`src/rtl/mac_cluster_seq_if.sv`:
```
// mac_cluster_seq_if: job control, memory fetch and result-stream bundle for mac_cluster_seq.
interface mac_cluster_seq_if #(
  parameter int W      = 8,
  parameter int ACC_W  = 24,
  parameter int N_MACS = 4,
  parameter int ADDR_W = 8,
  parameter int LEN_W  = 8,
  localparam int IW    = N_MACS > 1 ? $clog2(N_MACS) : 1
);
  logic                    start;
  logic [LEN_W-1:0]        k_len;
  logic [ADDR_W-1:0]       w_base;
  logic [ADDR_W-1:0]       a_base;
  logic                    w_rd_en;
  logic [ADDR_W-1:0]       w_addr;
  logic [N_MACS*W-1:0]     w_rd_data;
  logic                    a_rd_en;
  logic [ADDR_W-1:0]       a_addr;
  logic [W-1:0]            a_rd_data;
  logic                    res_valid;
  logic                    res_ready;
  logic signed [ACC_W-1:0] res_data;
  logic [IW-1:0]           res_idx;
  logic                    busy;
  logic                    done;
  logic                    err;
  logic                    sat_flag;
  modport master (
    output start, k_len, w_base, a_base, w_rd_data, a_rd_data, res_ready,
    input  w_rd_en, w_addr, a_rd_en, a_addr, res_valid, res_data, res_idx, busy, done, err, sat_flag
  );
  modport slave (
    input  start, k_len, w_base, a_base, w_rd_data, a_rd_data, res_ready,
    output w_rd_en, w_addr, a_rd_en, a_addr, res_valid, res_data, res_idx, busy, done, err, sat_flag
  );
endinterface

```
`src/rtl/mac_cluster_seq.sv`:
```
// mac_cluster_seq: sequenced N-lane dot-product job with memory fetch and streamed results.
// Define MAC_SAT_EN for saturating accumulation with sticky sat_flag; otherwise accumulators wrap.
module mac_cluster_seq #(
  parameter int W      = 8,
  parameter int ACC_W  = 24,
  parameter int N_MACS = 4,
  parameter int K_MAX  = 16,
  parameter int ADDR_W = 8,
  parameter int LEN_W  = 8
) (
  input logic clk,
  input logic rst,
  mac_cluster_seq_if.slave bus
);
  localparam int IW = N_MACS > 1 ? $clog2(N_MACS) : 1;
  typedef enum logic [2:0] {IDLE, FETCH, FLUSH, OUT, DONE} state_t;
  state_t state, state_nxt;
  logic [LEN_W-1:0] len, cnt;
  logic [ADDR_W-1:0] w_base, a_base;
  logic [IW-1:0] idx;
  logic rd_vld, err_q, sat_q, ok, last_k, last_idx, hs;
  logic signed [ACC_W-1:0] acc [N_MACS];
  logic signed [ACC_W-1:0] acc_nxt [N_MACS];
  logic [N_MACS-1:0] clamp;
  assign ok = bus.start && bus.k_len != '0 && bus.k_len <= LEN_W'(K_MAX);
  assign last_k = cnt == len - 1'b1;
  assign last_idx = idx == IW'(N_MACS - 1);
  assign hs = bus.res_valid && bus.res_ready;
  always_ff @(posedge clk or negedge rst)
    if (!rst) state <= IDLE;
    else state <= state_nxt;
  always_comb begin
    state_nxt = state;
    unique case (state)
      IDLE:    state_nxt = ok ? FETCH : IDLE;
      FETCH:   state_nxt = last_k ? FLUSH : FETCH;
      FLUSH:   state_nxt = OUT;
      OUT:     state_nxt = hs && last_idx ? DONE : OUT;
      default: state_nxt = IDLE;
    endcase
  end
  // Read data returns one cycle after the strobe, so rd_vld marks the accumulate cycle.
  always_ff @(posedge clk or negedge rst)
    if (!rst) begin
      len <= '0;
      cnt <= '0;
      w_base <= '0;
      a_base <= '0;
      idx <= '0;
      rd_vld <= 1'b0;
      err_q <= 1'b0;
      sat_q <= 1'b0;
      for (int i = 0; i < N_MACS; i++) acc[i] <= '0;
    end else begin
      rd_vld <= bus.w_rd_en;
      err_q <= state == IDLE && bus.start && !ok;
      if (state == IDLE && ok) begin
        len <= bus.k_len;
        w_base <= bus.w_base;
        a_base <= bus.a_base;
        cnt <= '0;
        idx <= '0;
        sat_q <= 1'b0;
        for (int i = 0; i < N_MACS; i++) acc[i] <= '0;
      end else begin
        if (state == FETCH) cnt <= cnt + 1'b1;
        if (hs) idx <= idx + 1'b1;
        if (rd_vld) begin
          for (int i = 0; i < N_MACS; i++) acc[i] <= acc_nxt[i];
          sat_q <= sat_q | (|clamp);
        end
      end
    end
  for (genvar i = 0; i < N_MACS; i++) begin : g_lane
    logic signed [2*W-1:0] prod;
    assign prod = (2*W)'($signed(bus.a_rd_data)) * (2*W)'($signed(bus.w_rd_data[i*W +: W]));
`ifdef MAC_SAT_EN
    logic signed [ACC_W:0] sum;
    assign sum = (ACC_W+1)'(acc[i]) + (ACC_W+1)'(prod);
    assign clamp[i] = sum[ACC_W] != sum[ACC_W-1];
    assign acc_nxt[i] = !clamp[i] ? sum[ACC_W-1:0] :
                        sum[ACC_W] ? {1'b1, {(ACC_W-1){1'b0}}} : {1'b0, {(ACC_W-1){1'b1}}};
`else
    assign clamp[i] = 1'b0;
    assign acc_nxt[i] = acc[i] + ACC_W'(prod);
`endif
  end
  assign bus.w_rd_en = state == FETCH;
  assign bus.a_rd_en = state == FETCH;
  assign bus.w_addr = w_base + ADDR_W'(cnt);
  assign bus.a_addr = a_base + ADDR_W'(cnt);
  assign bus.res_valid = state == OUT;
  assign bus.res_data = bus.res_valid ? acc[idx] : '0;
  assign bus.res_idx = bus.res_valid ? idx : '0;
  assign bus.busy = state == FETCH || state == FLUSH || state == OUT;
  assign bus.done = state == DONE;
  assign bus.err = err_q;
  assign bus.sat_flag = sat_q;
endmodule

```
`src/flat_wrapper.sv`:
```
// flat-port wrapper written by rule: the top's interface ports become plain ports
module mac_cluster_seq_flat 
#(
  parameter int W      = 8,
  parameter int ACC_W  = 24,
  parameter int N_MACS = 4,
  parameter int K_MAX  = 16,
  parameter int ADDR_W = 8,
  parameter int LEN_W  = 8
)
  (clk, rst, bus_start, bus_k_len, bus_w_base, bus_a_base, bus_w_rd_data, bus_a_rd_data, bus_res_ready, bus_w_rd_en, bus_w_addr, bus_a_rd_en, bus_a_addr, bus_res_valid, bus_res_data, bus_res_idx, bus_busy, bus_done, bus_err, bus_sat_flag);
  mac_cluster_seq_if #(.W(W), .ACC_W(ACC_W), .N_MACS(N_MACS), .ADDR_W(ADDR_W), .LEN_W(LEN_W)) bus_i ();
  input logic clk;
  input logic rst;
  input wire logic [$bits(bus_i.start)-1:0] bus_start;
  input wire logic [$bits(bus_i.k_len)-1:0] bus_k_len;
  input wire logic [$bits(bus_i.w_base)-1:0] bus_w_base;
  input wire logic [$bits(bus_i.a_base)-1:0] bus_a_base;
  input wire logic [$bits(bus_i.w_rd_data)-1:0] bus_w_rd_data;
  input wire logic [$bits(bus_i.a_rd_data)-1:0] bus_a_rd_data;
  input wire logic [$bits(bus_i.res_ready)-1:0] bus_res_ready;
  output wire logic [$bits(bus_i.w_rd_en)-1:0] bus_w_rd_en;
  output wire logic [$bits(bus_i.w_addr)-1:0] bus_w_addr;
  output wire logic [$bits(bus_i.a_rd_en)-1:0] bus_a_rd_en;
  output wire logic [$bits(bus_i.a_addr)-1:0] bus_a_addr;
  output wire logic [$bits(bus_i.res_valid)-1:0] bus_res_valid;
  output wire logic [$bits(bus_i.res_data)-1:0] bus_res_data;
  output wire logic [$bits(bus_i.res_idx)-1:0] bus_res_idx;
  output wire logic [$bits(bus_i.busy)-1:0] bus_busy;
  output wire logic [$bits(bus_i.done)-1:0] bus_done;
  output wire logic [$bits(bus_i.err)-1:0] bus_err;
  output wire logic [$bits(bus_i.sat_flag)-1:0] bus_sat_flag;
  assign bus_i.start = bus_start;
  assign bus_i.k_len = bus_k_len;
  assign bus_i.w_base = bus_w_base;
  assign bus_i.a_base = bus_a_base;
  assign bus_i.w_rd_data = bus_w_rd_data;
  assign bus_i.a_rd_data = bus_a_rd_data;
  assign bus_i.res_ready = bus_res_ready;
  assign bus_w_rd_en = bus_i.w_rd_en;
  assign bus_w_addr = bus_i.w_addr;
  assign bus_a_rd_en = bus_i.a_rd_en;
  assign bus_a_addr = bus_i.a_addr;
  assign bus_res_valid = bus_i.res_valid;
  assign bus_res_data = bus_i.res_data;
  assign bus_res_idx = bus_i.res_idx;
  assign bus_busy = bus_i.busy;
  assign bus_done = bus_i.done;
  assign bus_err = bus_i.err;
  assign bus_sat_flag = bus_i.sat_flag;
  mac_cluster_seq #(.W(W), .ACC_W(ACC_W), .N_MACS(N_MACS), .K_MAX(K_MAX), .ADDR_W(ADDR_W), .LEN_W(LEN_W)) u_core (.clk(clk), .rst(rst), .bus(bus_i));
endmodule
```
`config.mk`:
```
export PLATFORM = sky130hd
export DESIGN_NAME = mac_cluster_seq_flat
export DESIGN_NICKNAME = d
export VERILOG_FILES = /design/src/rtl/mac_cluster_seq_if.sv /design/src/rtl/mac_cluster_seq.sv /design/src/flat_wrapper.sv
export SDC_FILE = /design/constraint.sdc
export NUM_CORES = 1
export LEC_CHECK = 0
export BUFFER_PORTS_ARGS = -buffer_cell sky130_fd_sc_hd__buf_2
export CAP_MARGIN = 20
export CORE_MARGIN = 5
export CORE_UTILIZATION = 59
export DETAILED_ROUTE_END_ITERATION = 7
export PLACE_DENSITY = 0.8
export REMOVE_ABC_BUFFERS = 1
export SLEW_MARGIN = 20
export SYNTH_ARGS = -nofsm -noshare
export SYNTH_HDL_FRONTEND = slang
export SYNTH_SLANG_ARGS = --single-unit
```
`constraint.sdc`:
```
create_clock -name clk -period 5 [get_ports clk]
set_clock_uncertainty 0.2 [all_clocks]
set_input_delay 0.75 -clock clk [delete_from_list [all_inputs] [get_ports clk]]
set_output_delay 0.75 -clock clk [all_outputs]
set_load 0.1 [all_outputs]
```
Yosys cells after proc, flatten, opt, wreduce, memory -nomap -nowiden
Cells that the tools add are included.

cells by class
  add/subtract/negate cells = 9
  $mul = 4
  magnitude comparators = 2
  eq/ne operators = 6
  muxes and demuxes = 15
  bitwise operators = 1
  reductions and logical operators = 15

operators by type and width
  cell                                                      count
  two-way mux 96 bit                                        2
  adder 24 x 16 -> 24 bit                                   4
  two-way mux 24 bit                                        3
  multiplier 8 x 8 -> 16 bit                                4
  binary-select mux 24 bit (select 2 bit)                   1
  adder 8 bit                                               2
  two-way mux 8 bit                                         2
  case mux 3 bit (4 select lines)                           1
  adder 8 x 1 -> 8 bit, second input constant               1
  == test 8 bit                                             1
  <= comparator 8 x 5 -> 1 bit, second input constant       1
  two-way mux 2 bit                                         4
  nonzero test 8 bit                                        1
  subtractor 8 x 1 -> 8 bit, second input constant          1
  logical AND 1 bit                                         7
  == test 3 x 2 -> 1 bit, second input constant             2
  nonzero test 2 bit                                        3
  == test 3 x 1 -> 1 bit, second input constant             1
  == test 3 bit, second input constant                      1
  greater-or-equal comparator 3 bit, second input constant  1
  zero test 3 bit                                           1
  two-way mux 3 bit                                         1
  NOT 2 -> 3 bit                                            1
  adder 2 x 1 -> 2 bit, second input constant               1
  other kinds (4)                                           5

storage, ports and cells
  bits in registers = 135
  input bits = 68
  output and inout port bits = 49
  word-level logic and storage cells = 64

Longest topological paths before layout
  depth in word-level cells = 5
  gate-level depth with buffers = 21
  gate-level depth less buffers = 20

Worst setup path before layout
No wires, ideal clock.

  path type = input to register
  start point = input bus_a_rd_data[7]
  end point = register u_core.acc[95] (netlist bit)
  library setup time = 0.120 ns
  data arrival time = 5.983 ns
  required time = 4.680 ns
  setup slack = -1.304 ns
  stages on the path = 18
  path buffers = 1
  cells stage by stage = clkbuf_1 > and2_1 > inv_1 > fa_1 > inv_1 > fa_1 > fa_1 > fa_1 > fa_1 > ha_1 > o21ai_0 > o21a_1 > o21ai_0 > a31oi_1 > o31ai_1 > o41a_1 > nand4b_1 > o211a_1

on the way
  cells in the longest elaborated chain, start to end = 4

RTL lines
  what                        line                   text
  start: declaration          flat_wrapper.sv:20     input wire logic [$bits(bus_i.a_rd_data)-1:0] bus_a_rd_data;
  multiplier 8 x 8 -> 16 bit  mac_cluster_seq.sv:76  assign prod = (2*W)'($signed(bus.a_rd_data)) * (2*W)'($signed(bus.w_rd_data[i*W +: W]));
  adder 24 x 16 -> 24 bit     mac_cluster_seq.sv:85  assign acc_nxt[i] = acc[i] + ACC_W'(prod);
  two-way mux 96 bit          mac_cluster_seq.sv:68  if (rd_vld) begin
  two-way mux 96 bit          mac_cluster_seq.sv:57  if (state == IDLE && ok) begin
  end: declaration            mac_cluster_seq.sv:22  logic signed [ACC_W-1:0] acc [N_MACS];

Every way passes these cells. The select of a mux whose other input is x is not followed.
A chain may end at the register's enable or synchronous reset.

Final worst setup path
  start point = input bus_a_rd_data[0]
  end point = register u_core.acc[88] (netlist bit)

Same word-level chain as after synthesis.

==> impl_results.md <==
- Initial core utilization: 59.24%
- Core Rows: 73
- Placement Setup Slack: -1.246 ns
- Num CTS Buffers: 17
- Ys async rst share: 100.0%
- Largest net degree at the start of global routing: 108
- DP Area: 0.02679 mm^2
- DIE WIDTH: 209.3 um
- Clock transition at the registers of the reported paths: 0.07 ns
- Worst setup SP type: input pin
- Unrepaired setup endpoints after global routing: yes
- Drt pass-1 iters: 8
- Commonest non-fill, non-tap cell in the layout: fa_1
- Commonest cells after routing, fill and taps aside: 388 x fa_1, 358 x inv_1, 337 x buf_4
- Crit end category: flip-flop
- Share of layout cells above drive strength 1: 32.23%
- Run status: complete, but fails checks
- Hold Crit Class: input pin to async pin
- Final WS setup: -0.8171 ns
- Slew @ Worst Pin: 1.104 ns
- Syn_area_per_cell: 9.924 um^2
- R2r endpoint: u_core.acc[21]
- Post-Layout Cell Count: 3,358
- Avg WL per Cell: 25.74 um
- PortBufs: 115
- Routed WL: 86,440 um
- Worst skew pair latency: 0.47 ns
- Core ar.: 0.03955 mm^2
- Synth-to-Final Area Change: 31.17%
- Cell area after layout: 0.03073 mm^2
- Routed Antenna Nets: 0
- Critical path type: input pin to flip-flop
- Global-route wire length before repair: 118,300 um
- Fin. Hold Viols: 0
- Violated checks: negative setup slack
- Syn Inst Count: 2,361
- CTS tree: done
- Hold_buf cts: 0
- WP data arrival: 5.96 ns
- Max Cap Viol: 0
- Post-synth EDFFs: 0
- Highest Clock Rate: 0.1719 GHz
- Largest fanout on the critical path: 7
- Die height: 209.3 um
- Worst path required time: 5.14 ns
- Synth warnings: 0
- Total Nets Final: 3,536
- Reg-to-reg startpoint: u_core.acc[6]
- Synth Flop Type: dfrtp_1
- Fin crit share: 116.3%
- Max-slew headroom: 26.42%
- # clock sinks: 135
- Crit path time final: 5.817 ns
- DRC viols: 0
- Clk buf depth: 2
- Tot GR Track Use: 34.02%
- Unique cell type count in the Yosys netlist: 77
- Slew Viols, Final: 0
- Detailed-placement wirelength estimate: 49,310 um
- Setup violators final: 55
- Reg2Reg Depth: 19
- Synthesized flop and latch total: 135
- Vias: 21,352
- Routability congestion estimate from global placement: 0.9513
- Sequential element share of the synthesized area: 14.42%
- Root buf cell: clkbuf_16
- I/O Pins: 117
- DIE AREA: 0.04380 mm^2
- Number of global-route vias before repair: 22,544
- DR iter-0 viols: 2,668
- Grt ovf: 0
- Cell Area, Synth: 0.02343 mm^2
- # H-tree levels: 4
- Reg2reg setup slack: -0.65 ns
- Initial antenna violation count: 6
- DR vias/cell: 6.359
- DP Cell Count: 3,237
- Hold Slack: 0.2097 ns
-- what timing repair did --
action | in CTS | in global routing
endpoints found under the hold margin | 0 | 0
resized for setup | 382 | 181
buffers inserted | 57 | 32
pin swaps | 147 | 129
endpoints found under the setup margin | 56 | 55
gates cloned | 3 | 0
-- per-layer routing --
metal  wire length, um  up-vias  global-route usage (%)
li1                  -     8437                       -
met1             27840    10441                   40.83
met2             40660     1766                   58.16
met3              8808      706                   5.650
met4              9116        2                   19.69
met5                17        -                       0
-- area by class of cell --
cell class	instances	area (um^2)
flip-flops and latches	135	3385
multi-input cells	1759	20450
inverters	395	1488
clock buffers	18	439.2
well taps	525	656.9
clock inverters	14	131.4
fillers	2038	8816
repair buffers	509	4179
diodes	3	7.507
-- per-stage QoR --
step,TNS (ns),util (%)
finish,-21.22,77.71
global route,-26.78,77.70
CTS,-5.223,74.99
detailed placement,-52.85,67.73
global placement,-44.92,67.73
floorplan,-76.39,-
-- worst max path at each step --
| stage | endpoint | startpoint |
|---|---|---|
| finish | u_core.acc[88] | bus_a_rd_data[0] |
| global route | u_core.acc[88] | bus_a_rd_data[0] |
| CTS | u_core.acc[23] | bus_a_rd_data[7] |
| detailed placement | u_core.acc[23] | bus_a_rd_data[7] |
| global placement | u_core.acc[45] | bus_a_rd_data[6] |
| floorplan | u_core.cnt[7] | u_core.state[1] |
-- critical path, cell delays in order --
cell      delay (ns)
buf_16          0.12
buf_12          0.14
nand2b_4        0.14
fa_1            0.48
fa_1            0.60
inv_2           0.06
fa_1            0.58
fa_1            0.44
fa_1            0.54
ha_4            0.22
buf_6           0.12
o21ai_4         0.07
a21oi_4         0.10
o31a_1          0.36
o21ai_2         0.41
a21boi_1        0.22
or4_1           0.45
o2111a_1        0.16
-- flip-flops by register name, summed over array words and instances (netlist names) --
name            count
u_core.a_base       8
u_core.acc         96
u_core.bus.err      1
u_core.cnt          8
u_core.idx          2
u_core.len          8
u_core.rd_vld       1
u_core.state        3
u_core.w_base       8
-- synthesized netlist by cell type (19+ instances only) --
cell type / number / area [um^2]
a21o_1: 25 / 187.7
a21oi_1: 82 / 410.4
and2_1: 162 / 1013
clkbuf_1: 59 / 221.5
dfrtp_1: 135 / 3378
fa_1: 418 / 8368
ha_1: 233 / 2915
inv_1: 390 / 1464
mux2i_1: 59 / 590.6
mux4_2: 24 / 540.5
nand2_1: 205 / 769.5
nand3_1: 19 / 95.09
nor2_1: 157 / 589.3
nor3_1: 26 / 130.1
o21ai_0: 51 / 255.2
xnor2_1: 72 / 630.6
xor2_1: 27 / 236.5
-- cells by family (layout without fill, tap and decap cells) --
kind of cell / after synthesis / after routing / share of synthesized area, %
buffers and inverters: 468 / 936 / 7.626
XOR/XNOR: 99 / 99 / 3.701
AO/OA/AOI/OAI: 268 / 268 / 7.503
flip-flops: 135 / 135 / 14.42
multiplexers: 87 / 87 / 5.020
adder cells (fa/ha/maj): 651 / 651 / 48.16
other: 1 / 4 / 0.01601
AND/OR/NAND/NOR: 652 / 653 / 13.56
Power is left out: the tool's default activity adds up to more than one toggle a clock period on the data nets, which glitch-free logic cannot reach.
